===== config.mk =====
export PLATFORM = sky130hd
export DESIGN_NAME = mips_run_monitor
export DESIGN_NICKNAME = d
export VERILOG_FILES = /design/src/rtl/mips_run_monitor.sv
export SDC_FILE = /design/constraint.sdc
export NUM_CORES = 1
export LEC_CHECK = 0
export BUFFER_PORTS_ARGS = -buffer_cell sky130_fd_sc_hd__buf_2
export CORE_MARGIN = 5
export CORE_UTILIZATION = 53
export CTS_BUF_LIST = sky130_fd_sc_hd__clkbuf_8
export CTS_CLUSTER_DIAMETER = 100
export DETAILED_ROUTE_END_ITERATION = 8
export PLACE_DENSITY = 0.83
export SLEW_MARGIN = 30
export SYNTH_ARGS = -nofsm -noshare
export SYNTH_HDL_FRONTEND = slang
export SYNTH_SLANG_ARGS = --single-unit

===== constraint.sdc =====
create_clock -name clk -period 2.6 [get_ports clk]
set_input_delay 0.26 -clock clk [delete_from_list [all_inputs] [get_ports clk]]
set_output_delay 0.26 -clock clk [all_outputs]
set_load 0.02 [all_outputs]

===== src/rtl/mips_run_monitor.sv =====
// Run monitor for a multi-cycle MIPS datapath: counts cycles and fetches, then
// reports halt (repeated fetch PC), fault (Error) or timeout as a sticky verdict.
module mips_run_monitor #(
    parameter int unsigned DATA_W      = 32,
    parameter int unsigned STATE_W     = 4,
    parameter int unsigned FETCH_STATE = 0,
    parameter int unsigned CNT_W       = 32,
    parameter int unsigned TIMEOUT_CYC = 1000,
    parameter int unsigned HALT_REPEAT = 2
) (
    input  logic               clk,
    input  logic               rst,
    input  logic               start,
    input  logic               clear,
    input  logic [STATE_W-1:0] state,
    input  logic [DATA_W-1:0]  PC_out,
    input  logic [DATA_W-1:0]  instr,
    input  logic               Error,
    output logic [2:0]         mon_state,
    output logic [CNT_W-1:0]   cycle_count,
    output logic [CNT_W-1:0]   instr_count,
    output logic [DATA_W-1:0]  last_pc,
    output logic [DATA_W-1:0]  last_instr,
    output logic               done,
    output logic               pass
);

    localparam int unsigned REP_W = 5;

    typedef enum logic [2:0] {
        StIdle    = 3'd0,
        StRun     = 3'd1,
        StHalted  = 3'd2,
        StFault   = 3'd3,
        StTimeout = 3'd4
    } mon_state_e;

    localparam logic [STATE_W-1:0] FetchSt  = STATE_W'(FETCH_STATE);
    localparam logic [CNT_W-1:0]   CycLast  = CNT_W'(TIMEOUT_CYC - 1);
    localparam logic [REP_W-1:0]   HaltRep  = REP_W'(HALT_REPEAT);

    mon_state_e          mon_q, mon_d;
    logic [CNT_W-1:0]    cycle_q, instr_cnt_q;
    logic [CNT_W-1:0]    cycle_inc, instr_inc;
    logic [DATA_W-1:0]   last_pc_q, last_instr_q;
    logic [STATE_W-1:0]  prev_state_q;
    logic [REP_W-1:0]    rep_q, rep_inc;
    logic                pend_q, done_q, pass_q;
    logic                fetch, pc_match;

    always_comb begin
        fetch     = (mon_q == StRun) && (state == FetchSt) && (prev_state_q != FetchSt);
        pc_match  = (PC_out == last_pc_q) && (instr_cnt_q != '0);
        cycle_inc = (cycle_q == '1) ? cycle_q : cycle_q + 1'b1;
        instr_inc = (instr_cnt_q == '1) ? instr_cnt_q : instr_cnt_q + 1'b1;
        rep_inc   = (rep_q == '1) ? rep_q : rep_q + 1'b1;
    end

    // Exit priority: FAULT > HALTED > TIMEOUT.
    always_comb begin
        mon_d = mon_q;
        unique case (mon_q)
            StIdle: if (start) mon_d = StRun;
            StRun: begin
                if (Error)                  mon_d = StFault;
                else if (rep_q >= HaltRep)  mon_d = StHalted;
                else if (cycle_q == CycLast) mon_d = StTimeout;
            end
            StHalted, StFault, StTimeout: if (clear) mon_d = StIdle;
            default: mon_d = StIdle;
        endcase
    end

    always_ff @(posedge clk) begin
        if (rst) begin
            mon_q        <= StIdle;
            cycle_q      <= '0;
            instr_cnt_q  <= '0;
            last_pc_q    <= '0;
            last_instr_q <= '0;
            prev_state_q <= FetchSt;
            rep_q        <= '0;
            pend_q       <= 1'b0;
            done_q       <= 1'b0;
            pass_q       <= 1'b0;
        end else begin
            mon_q        <= mon_d;
            done_q       <= (mon_d == StHalted) || (mon_d == StFault) || (mon_d == StTimeout);
            pass_q       <= (mon_d == StHalted);
            prev_state_q <= state;
            if ((mon_q == StIdle) && start) begin
                cycle_q      <= '0;
                instr_cnt_q  <= '0;
                last_pc_q    <= '0;
                last_instr_q <= '0;
                rep_q        <= '0;
                pend_q       <= 1'b0;
                prev_state_q <= FetchSt;
            end else if (mon_q == StRun) begin
                cycle_q <= cycle_inc;
                // instr is captured in the cycle following the fetch.
                pend_q  <= fetch;
                if (pend_q) last_instr_q <= instr;
                if (fetch) begin
                    instr_cnt_q <= instr_inc;
                    last_pc_q   <= PC_out;
                    rep_q       <= pc_match ? rep_inc : '0;
                end
            end
        end
    end

    assign mon_state   = mon_q;
    assign cycle_count = cycle_q;
    assign instr_count = instr_cnt_q;
    assign last_pc     = last_pc_q;
    assign last_instr  = last_instr_q;
    assign done        = done_q;
    assign pass        = pass_q;

endmodule


# ---- Word-level counts from Yosys, hierarchy flattened
# Cells that the tools add are included.
dict set report classes {
  n_lt_le_gt_ge 1
  reduce_logical 17
  muxes 8
  addsub 3
  bitwise 2
  n_eq_ne 13
}
# cell count
set ops {}
lappend ops {{32-bit by 1-bit adder with 32-bit output (second input constant)} 2}
lappend ops {{32-bit equality test (second input constant)} 2}
lappend ops {{32-bit by 10-bit equality test with 1-bit output (second input constant)} 1}
lappend ops {{32-bit equality test} 1}
lappend ops {{32-bit nonzero test} 1}
lappend ops {{3-bit two-way mux} 5}
lappend ops {{3-bit by 2-bit equality test with 1-bit output (second input constant)} 4}
lappend ops {{5-bit two-way mux} 2}
lappend ops {{3-bit case mux with 3 select lines} 1}
lappend ops {{3-bit equality test (second input constant)} 2}
lappend ops {{2-bit AND reduction} 3}
lappend ops {{3-bit AND reduction} 2}
lappend ops {{5-bit by 1-bit adder with 5-bit output (second input constant)} 1}
lappend ops {{5-bit equality test (second input constant)} 1}
lappend ops {{5-bit by 2-bit >= comparator with 1-bit output (second input constant)} 1}
lappend ops {{1-bit logical AND} 4}
lappend ops {{4-bit zero test} 1}
lappend ops {{4-bit nonzero test} 1}
lappend ops {{3-bit by 1-bit equality test with 1-bit output (second input constant)} 1}
lappend ops {{3-bit zero test} 1}
lappend ops {{3-bit OR reduction} 1}
lappend ops {{1-bit logical OR} 2}
lappend ops {{2-bit inequality test (second input constant)} 1}
lappend ops {{1-bit inverter} 2}
lappend ops {{2-bit OR reduction} 1}
dict set report word_totals {
  regBits 143
  elab_cells 54
  output_inout_bits 133
  input_bits 73
}

# ---- Depth between registers and ports, before layout
# Gate-level depths: netlist of the first run.
dict set report logic_depth {
  ltp_word 8
  mapped_depth 8
  depth_no_buf 8
}

# ---- Least setup slack after synthesis of the first run
# No wires, ideal clock.
dict set report synth_timing {
  kind {reg2reg}
  from {reg cycle_q[0], in the netlist cycle_count[0]}
  to {reg cycle_q[10], in the netlist cycle_count[10]}
  path_slack_ns 0.486
  period_less_slack_ns 2.114
  stages_incl_launch_ff 9
  setup_time_ns 0.128
  t_required_ns 2.472
  t_arrival_ns 1.986
  path_buffers 1
  path_cell_list {dfxtp_1 -> ha_1 -> nand2_1 -> nor4_2 -> nand4b_1 -> clkbuf_1 -> nand4_1 -> xor2_1 -> nor2_1}
}
dict set report synth_via {
  elab_chain_len 3
  elab_cells_between_ends 4
  cone_classes {1 x add/sub; 1 x eq/ne; 1 x bitwise; 1 x reduce/logical}
}
# element line
set synth_lines {}
lappend synth_lines {{start, declared} 43} ;# logic [CNT_W-1:0] cycle_q, instr_cnt_q;
lappend synth_lines {{start signal, assigned} 100} ;# cycle_q <= cycle_inc;
lappend synth_lines {{branches (longest 3 deep; another with 32-bit by 1-bit adder with 32-bit output)} --}
# Parallel ways; which one is timed is not known.
# A chain may end at the register's enable or synchronous reset.

# ---- Worst setup path after layout of the first run
dict set report layout_timing {
  from {reg mon_q[2], in the netlist mon_state[2]}
  to {reg cycle_q[31], in the netlist cycle_count[31]}
}
dict set report layout_via {
  elab_chain_len 3
  elab_cells_between_ends 5
  cone_classes {1 x eq/ne; 4 x reduce/logical}
}
# element line
set layout_lines {}
lappend layout_lines {{start, declared} 42} ;# mon_state_e mon_q, mon_d;
lappend layout_lines {{start signal, assigned} 76} ;# mon_q <= StIdle;
lappend layout_lines {{start signal, assigned} 87} ;# mon_q <= mon_d;
lappend layout_lines {{3-bit zero test} 91} ;# if ((mon_q == StIdle) && start) begin
lappend layout_lines {{1-bit logical AND} 91}
lappend layout_lines {{2-bit OR reduction (no source line)} --}
# Parallel ways exist; a longest one is shown, timed or not.

==> results of run 1 <==
==> stage by stage <==
| step | std cells | worst slack, ns | util |
|---|---|---|---|
| 2_1_floorplan | 797 | 0.486 | - |
| 3_3_place_gp | 1124 | 0.360 | 0.639 |
| 3_5_place_dp | 1124 | 0.350 | 0.639 |
| 4_1_cts | 1155 | 0.357 | 0.674 |
| 5_1_grt | 1155 | 0.218 | 0.674 |
| 6_report | 1155 | 0.342 | 0.674 |
==> power by group through the flow <==
stage | Combinational [µW] | Sequential, µW | Clock, µW
after floorplan | 104 | 2260 | 0
after global placement | 217 | 2260 | 0
after detailed placement | 219 | 2260 | 0
after CTS | 220 | 2210 | 1920
after global routing | 240 | 2210 | 2020
final | 219 | 2210 | 1890
==> per-layer routing <==
| layer | up-vias | GRT usage |
|---|---|---|
| li1 | 3142 | - |
| met1 | 2873 | 0.292 |
| met2 | 219 | 0.372 |
| met3 | 34 | 0.0519 |
| met4 | 0 | 0.104 |
| met5 | - | 0 |
==> path summary, 6_finish.rpt <==
check / startpoint / to / cells past startpoint
max reg2reg: mon_state[2] / cycle_count[31] / 5
max: mon_state[2] / cycle_count[31] / 5
min reg2reg: last_instr[5] / last_instr[5] / 2
min: rst / mon_state[2] / 2
==> cell usage in the layout, fill, tap and decap left out, types with 12 or more instances in the layout <==
master | Yosys | final
buf_2 | 3 | 205
a21oi_1 | 85 | 85
clkbuf_8 | 0 | 20
nor3_1 | 20 | 20
and3_1 | 17 | 17
o21ai_0 | 15 | 15
or3_1 | 13 | 13
nand4_1 | 27 | 27
inv_1 | 14 | 19
buf_4 | 0 | 12
nor4_1 | 20 | 20
dfxtp_1 | 143 | 143
nand2_1 | 158 | 158
xnor2_1 | 18 | 18
nor2_1 | 65 | 65
nand3_1 | 43 | 43
xor2_1 | 62 | 62
==> sequential cells by signal, indices dropped and copies added (netlist names) <==
signal        cells
cycle_count      32
instr_count      32
last_instr       32
last_pc          32
rep_q             5
prev_state_q      4
mon_state         3
done              1
pass              1
pend_q            1
==> critical path, cell delays in order (launching register included) <==
cell and delay, ns:
dfxtp_1 0.42, or3b_1 0.47, nor4_2 0.39, o2111ai_1 0.33, or3_1 0.43, a21oi_1 0.14
==> logic make-up (layout without fill, tap and decap cells) <==
kind of cell,after synthesis,count (layout)
buffers and inverters,52,263
adder cells (fa/ha/maj),6,6
XOR/XNOR,80,80
flip-flops,143,143
AO/OA/AOI/OAI,113,113
AND/OR/NAND/NOR,402,402
multiplexers,1,1
==> cell type report <==
| class | count | share of cell area |
|---|---|---|
| Clock buffer | 20 | 0.0341 |
| Clock inverter | 11 | 0.0185 |
| Inverter | 14 | 0.00652 |
| Multi-Input combinational cell | 602 | 0.422 |
| Sequential cell | 143 | 0.355 |
| Tap cell | 147 | 0.0228 |
| Timing Repair Buffer | 218 | 0.141 |
==> results.sh, run 1 <==
export IMPL_synth_simple_area_share=0.307
export IMPL_synthAdderAreaFrac=0.0116
export IMPL_multiInputGateArea_um2=3400
export IMPL_syn_area_per_cell_um2=8.10
export IMPL_max_slew_margin=0.619
export IMPL_drv_slew=0
export IMPL_grt_max_degree=85
export IMPL_synth_xor_area_frac=0.109
export IMPL_critPathKind="flop to flop"
export IMPL_cts_root_buf="clkbuf_8"
export IMPL_peakVddDrop_v=0.000410
export IMPL_drt_iter0_drc=477
export IMPL_grt_pass1_wl_mm=27.4
export IMPL_worstMarginPinSlew_ns=0.568
export IMPL_clockPowerShare=0.438
export IMPL_rrSetupSlack_ns=0.34
export IMPL_syn_area_um2=6450
export IMPL_grt_pass1_vias=5761
export IMPL_hold_viol_final=0
export IMPL_drt_total_wl_mm=16.9
export IMPL_rsz0062_at_grt="false"
export IMPL_layout_min_cycle_time_ns=2.26
export IMPL_p_per_area_nw_per_um2=535
export IMPL_rows=40
export IMPL_cp_start_kind="flop"
export IMPL_worstSetupEndpointType="flop"
export IMPL_place_congestion=0.838
export IMPL_highest_layer="met4"
export IMPL_synth_compound_area_frac=0.0964
export IMPL_vias_per_cell=5.43
export IMPL_holdWs_ns=0.0392
export IMPL_place_area_um2=7640
export IMPL_ys_flop_type="dfxtp_1"
export IMPL_port_buffers=205
export IMPL_synth_top_area_share=0.444
export IMPL_ctsHoldBuffers=0
export IMPL_syn_nets=876
export IMPL_antenna_cells=0
export IMPL_post_drt_wl_per_cell_um=14.6
export IMPL_hpwl_mm=12.1
export IMPL_ys_seq_area_frac=0.444
export IMPL_synth_enable_flop_cells=0
export IMPL_cts_tree="built"
export IMPL_cts_buffers=17
export IMPL_antenna_found_initial=0
export IMPL_post_cts_setup_buffers=0
export IMPL_area_delta_synth_final_pct=24.9
export IMPL_p_sw_frac=0.217
export IMPL_final_antenna_net_count=0
export IMPL_synthTopCellsByArea="dfxtp_1 (44%), nand2_1 (9.2%), xor2_1 (8.4%)"
export IMPL_internal_power_uw=3380
export IMPL_power_frac_comb=0.051
export IMPL_final_seq_area_um2=2860
export IMPL_final_setup_viol_count=0
export IMPL_drt_pass1_iterations=5
export IMPL_muxShareOfSynthArea=0.00174
export IMPL_drt_met1_wl_mm=7.36
export IMPL_fin_setup_tns_ns=0
export IMPL_clock_sinks=143
export IMPL_cp_arrival_ns=2.63
export IMPL_dr_total_vias=6268
export IMPL_required_ns=2.97
export IMPL_grt_overflow_total=0
export IMPL_synth_most_common_cell="nand2_1"
export IMPL_ioPinCount=206
export IMPL_fin_crit_sh=0.869
export IMPL_final_layout_size_suffix_gt1_frac=0.254
export IMPL_yosys_register_bits=143
export IMPL_nets=1075
export IMPL_grt_usage=0.230
export IMPL_finClkSkew_ns=0.0120
export IMPL_start_util=0.540
export IMPL_clk_latency_ns=0.44
export IMPL_p_seq_frac=0.512
export IMPL_ys_top_cells_by_count="nand2_1 (158), dfxtp_1 (143), a21oi_1 (85)"
export IMPL_cts_buffer_depth=2
export IMPL_die_width_um=120
export IMPL_wl_met3_mm=1.01
export IMPL_hold_class="primary input to flop"
export IMPL_drv_cap=0
export IMPL_timing_fmax_mhz=443
export IMPL_leakagePower_uw=0.00341
export IMPL_worst_setup_hold_path_clk_slew_ns=0.07
export IMPL_synth_top_cell_by_area="dfxtp_1"
export IMPL_core_area_um2=12000
export IMPL_crit_path_max_fanout=8
export IMPL_ys_async_sr_fraction=0
export IMPL_die_area_um2=14500
export IMPL_power_uw=4310
export IMPL_synth_top_family_by_area="simple AND/OR/NAND/NOR gates"
export IMPL_die_height_um=120
export IMPL_cts_resized=0
export IMPL_yosys_warnings=0
export IMPL_ys_types=46
export IMPL_ctsHtreeMaxLevel=4
export IMPL_wl_met2_mm=8.02
export IMPL_n_fill_cell=991
export IMPL_drc=0
export IMPL_p_switching_uw=936
export IMPL_fin_area_um2=8060
export IMPL_status="complete, no violations"
export IMPL_synthCells=797
Power figures use the tool's default switching activity.
==> run 2, diff against run 1 <==
--- a/config.mk
+++ b/config.mk
@@ -12,6 +12,7 @@
 export CTS_CLUSTER_DIAMETER = 100
 export DETAILED_ROUTE_END_ITERATION = 8
 export PLACE_DENSITY = 0.83
+export RECOVER_POWER = 25
 export SLEW_MARGIN = 30
 export SYNTH_ARGS = -nofsm -noshare
 export SYNTH_HDL_FRONTEND = slang
==> results.sh, run 2 (same netlist as run 1, synthesis figures left out) <==
export IMPL_status="complete, no violations"
export IMPL_max_slew_margin=0.622
export IMPL_clk_latency_ns=0.44
export IMPL_crit_path_max_incr_delay_ns=0.47
export IMPL_cp_start_kind="flop"
export IMPL_post_drt_wl_per_cell_um=14.6
export IMPL_nets=1075
export IMPL_layout_common_cells="nand2_1 (158), dfxtp_1 (143), buf_2 (136)"
export IMPL_grt_overflow_total=0
export IMPL_hpwl_mm=12.1
export IMPL_hold_class="primary input to flop"
export IMPL_final_core_util=0.667
export IMPL_die_area_um2=14500
export IMPL_place_congestion=0.838
export IMPL_worst_setup_hold_path_clk_slew_ns=0.07
export IMPL_worstSetupEndpointType="flop"
export IMPL_ctsHoldBuffers=0
export IMPL_final_common_cell="nand2_1"
export IMPL_cts_root_buf="clkbuf_8"
export IMPL_area_delta_synth_final_pct=23.6
export IMPL_antenna_found_initial=0
export IMPL_core_area_um2=12000
export IMPL_grt_pass1_vias=5761
export IMPL_n_fill_cell=1036
export IMPL_cts_resized=0
export IMPL_start_util=0.540
export IMPL_slowest_stage="or3b_1"
export IMPL_port_buffers=205
export IMPL_ioPinCount=206
export IMPL_final_layout_size_suffix_gt1_frac=0.186
export IMPL_worstMarginPinSlew_ns=0.563
export IMPL_required_ns=2.97
export IMPL_clock_sinks=143
export IMPL_worst_slack_ns=0.331
export IMPL_final_setup_viol_count=0
export IMPL_grt_max_degree=85
export IMPL_post_place_ws_ns=0.350
export IMPL_drt_total_wl_mm=16.9
export IMPL_cp_arrival_ns=2.64
export IMPL_fin_setup_tns_ns=0
export IMPL_p_per_area_nw_per_um2=541
export IMPL_vias_per_cell=5.43
export IMPL_cts_tree="built"
export IMPL_holdWs_ns=0.0398
export IMPL_die_width_um=120
export IMPL_grt_usage=0.230
export IMPL_rows=40
export IMPL_leakagePower_uw=0.00310
export IMPL_worst_path_buf_inv=0
export IMPL_cts_buffers=17
export IMPL_drt_iter0_drc=470
export IMPL_finClkSkew_ns=0.0104
export IMPL_post_cts_setup_buffers=0
export IMPL_layout_min_cycle_time_ns=2.27
export IMPL_drv_cap=0
export IMPL_cp_top_family="simple AND/OR/NAND/NOR gates"
export IMPL_ctsHtreeMaxLevel=4
export IMPL_crit_path_max_fanout=8
export IMPL_dr_total_vias=6267
export IMPL_fin_crit_sh=0.873
export IMPL_dp_cells=1124
export IMPL_grt_pass1_wl_mm=27.4
export IMPL_cts_buffer_depth=2
export IMPL_final_cell_count_no_fill=1155
export IMPL_drc=0
export IMPL_antenna_cells=0
export IMPL_final_antenna_net_count=0
export IMPL_timing_fmax_mhz=441
export IMPL_die_height_um=120
export IMPL_critPathKind="flop to flop"
export IMPL_rsz0062_at_grt="false"
export IMPL_peakVddDrop_v=0.000409
export IMPL_drv_slew=0
export IMPL_drt_pass1_iterations=5
export IMPL_hold_viol_final=0
export IMPL_crit_path_cell_trace="or3b_1 > nor4_2 > o2111ai_1 > or3_1 > a21oi_1"
## run 2: changes by cell type in the layout (fill, tap and decap cells not counted), sizes merged
cell and delta:
clkbuf +69, buf -69
## run 2: path summary, 6_finish.rpt
check / start / endpoint / slack, ns / cells after the start
setup reg to reg: mon_state[2] / cycle_count[31] / 0.33 / 5
hold reg to reg: last_instr[5] / last_instr[5] / 0.46 / 2
hold / removal: rst / mon_state[2] / 0.04 / 2
setup / recovery: mon_state[2] / cycle_count[31] / 0.33 / 5
## run 2: cell type report
class | instances | area [µm²] | share of cell area
multi-input cells | 602 | 3400 | 0.427
flip-flops and latches | 143 | 2860 | 0.359
repair buffers | 218 | 1050 | 0.132
clock buffers | 20 | 275 | 0.0345
well taps | 147 | 184 | 0.0231
clock inverters | 11 | 149 | 0.0187
inverters | 14 | 52.6 | 0.00659
## run 2: metal layers
| metal | global-route usage | wire [µm] |
|---|---|---|
| met5 | 0 | 0 |
| met4 | 0.104 | 451 |
| met3 | 0.0519 | 986 |
| met2 | 0.372 | 8060 |
| met1 | 0.292 | 7390 |
## run 2: report_power, final
group	leakage [µW]	switching, µW	total (µW)	internal (µW)
registers	0.00115	8.09	2210	2200
clock network	0.000235	789	1890	1100
logic	0.00171	137	218	81.7
## run 2: stage by stage
| step | area (µm²) | total power (µW) |
|---|---|---|
| floorplan | 6450 | 2370 |
| global placement | 7640 | 2470 |
| detailed placement | 7640 | 2480 |
| CTS | 8060 | 4350 |
| global route | 7980 | 4470 |
| finish | 7980 | 4310 |
## run 2: worst reg2reg max path, cell delays in order (launching register included)
cell       delay [ns]
dfxtp_1          0.42
or3b_1           0.48
nor4_2           0.40
o2111ai_1        0.33
or3_1            0.43
a21oi_1          0.14
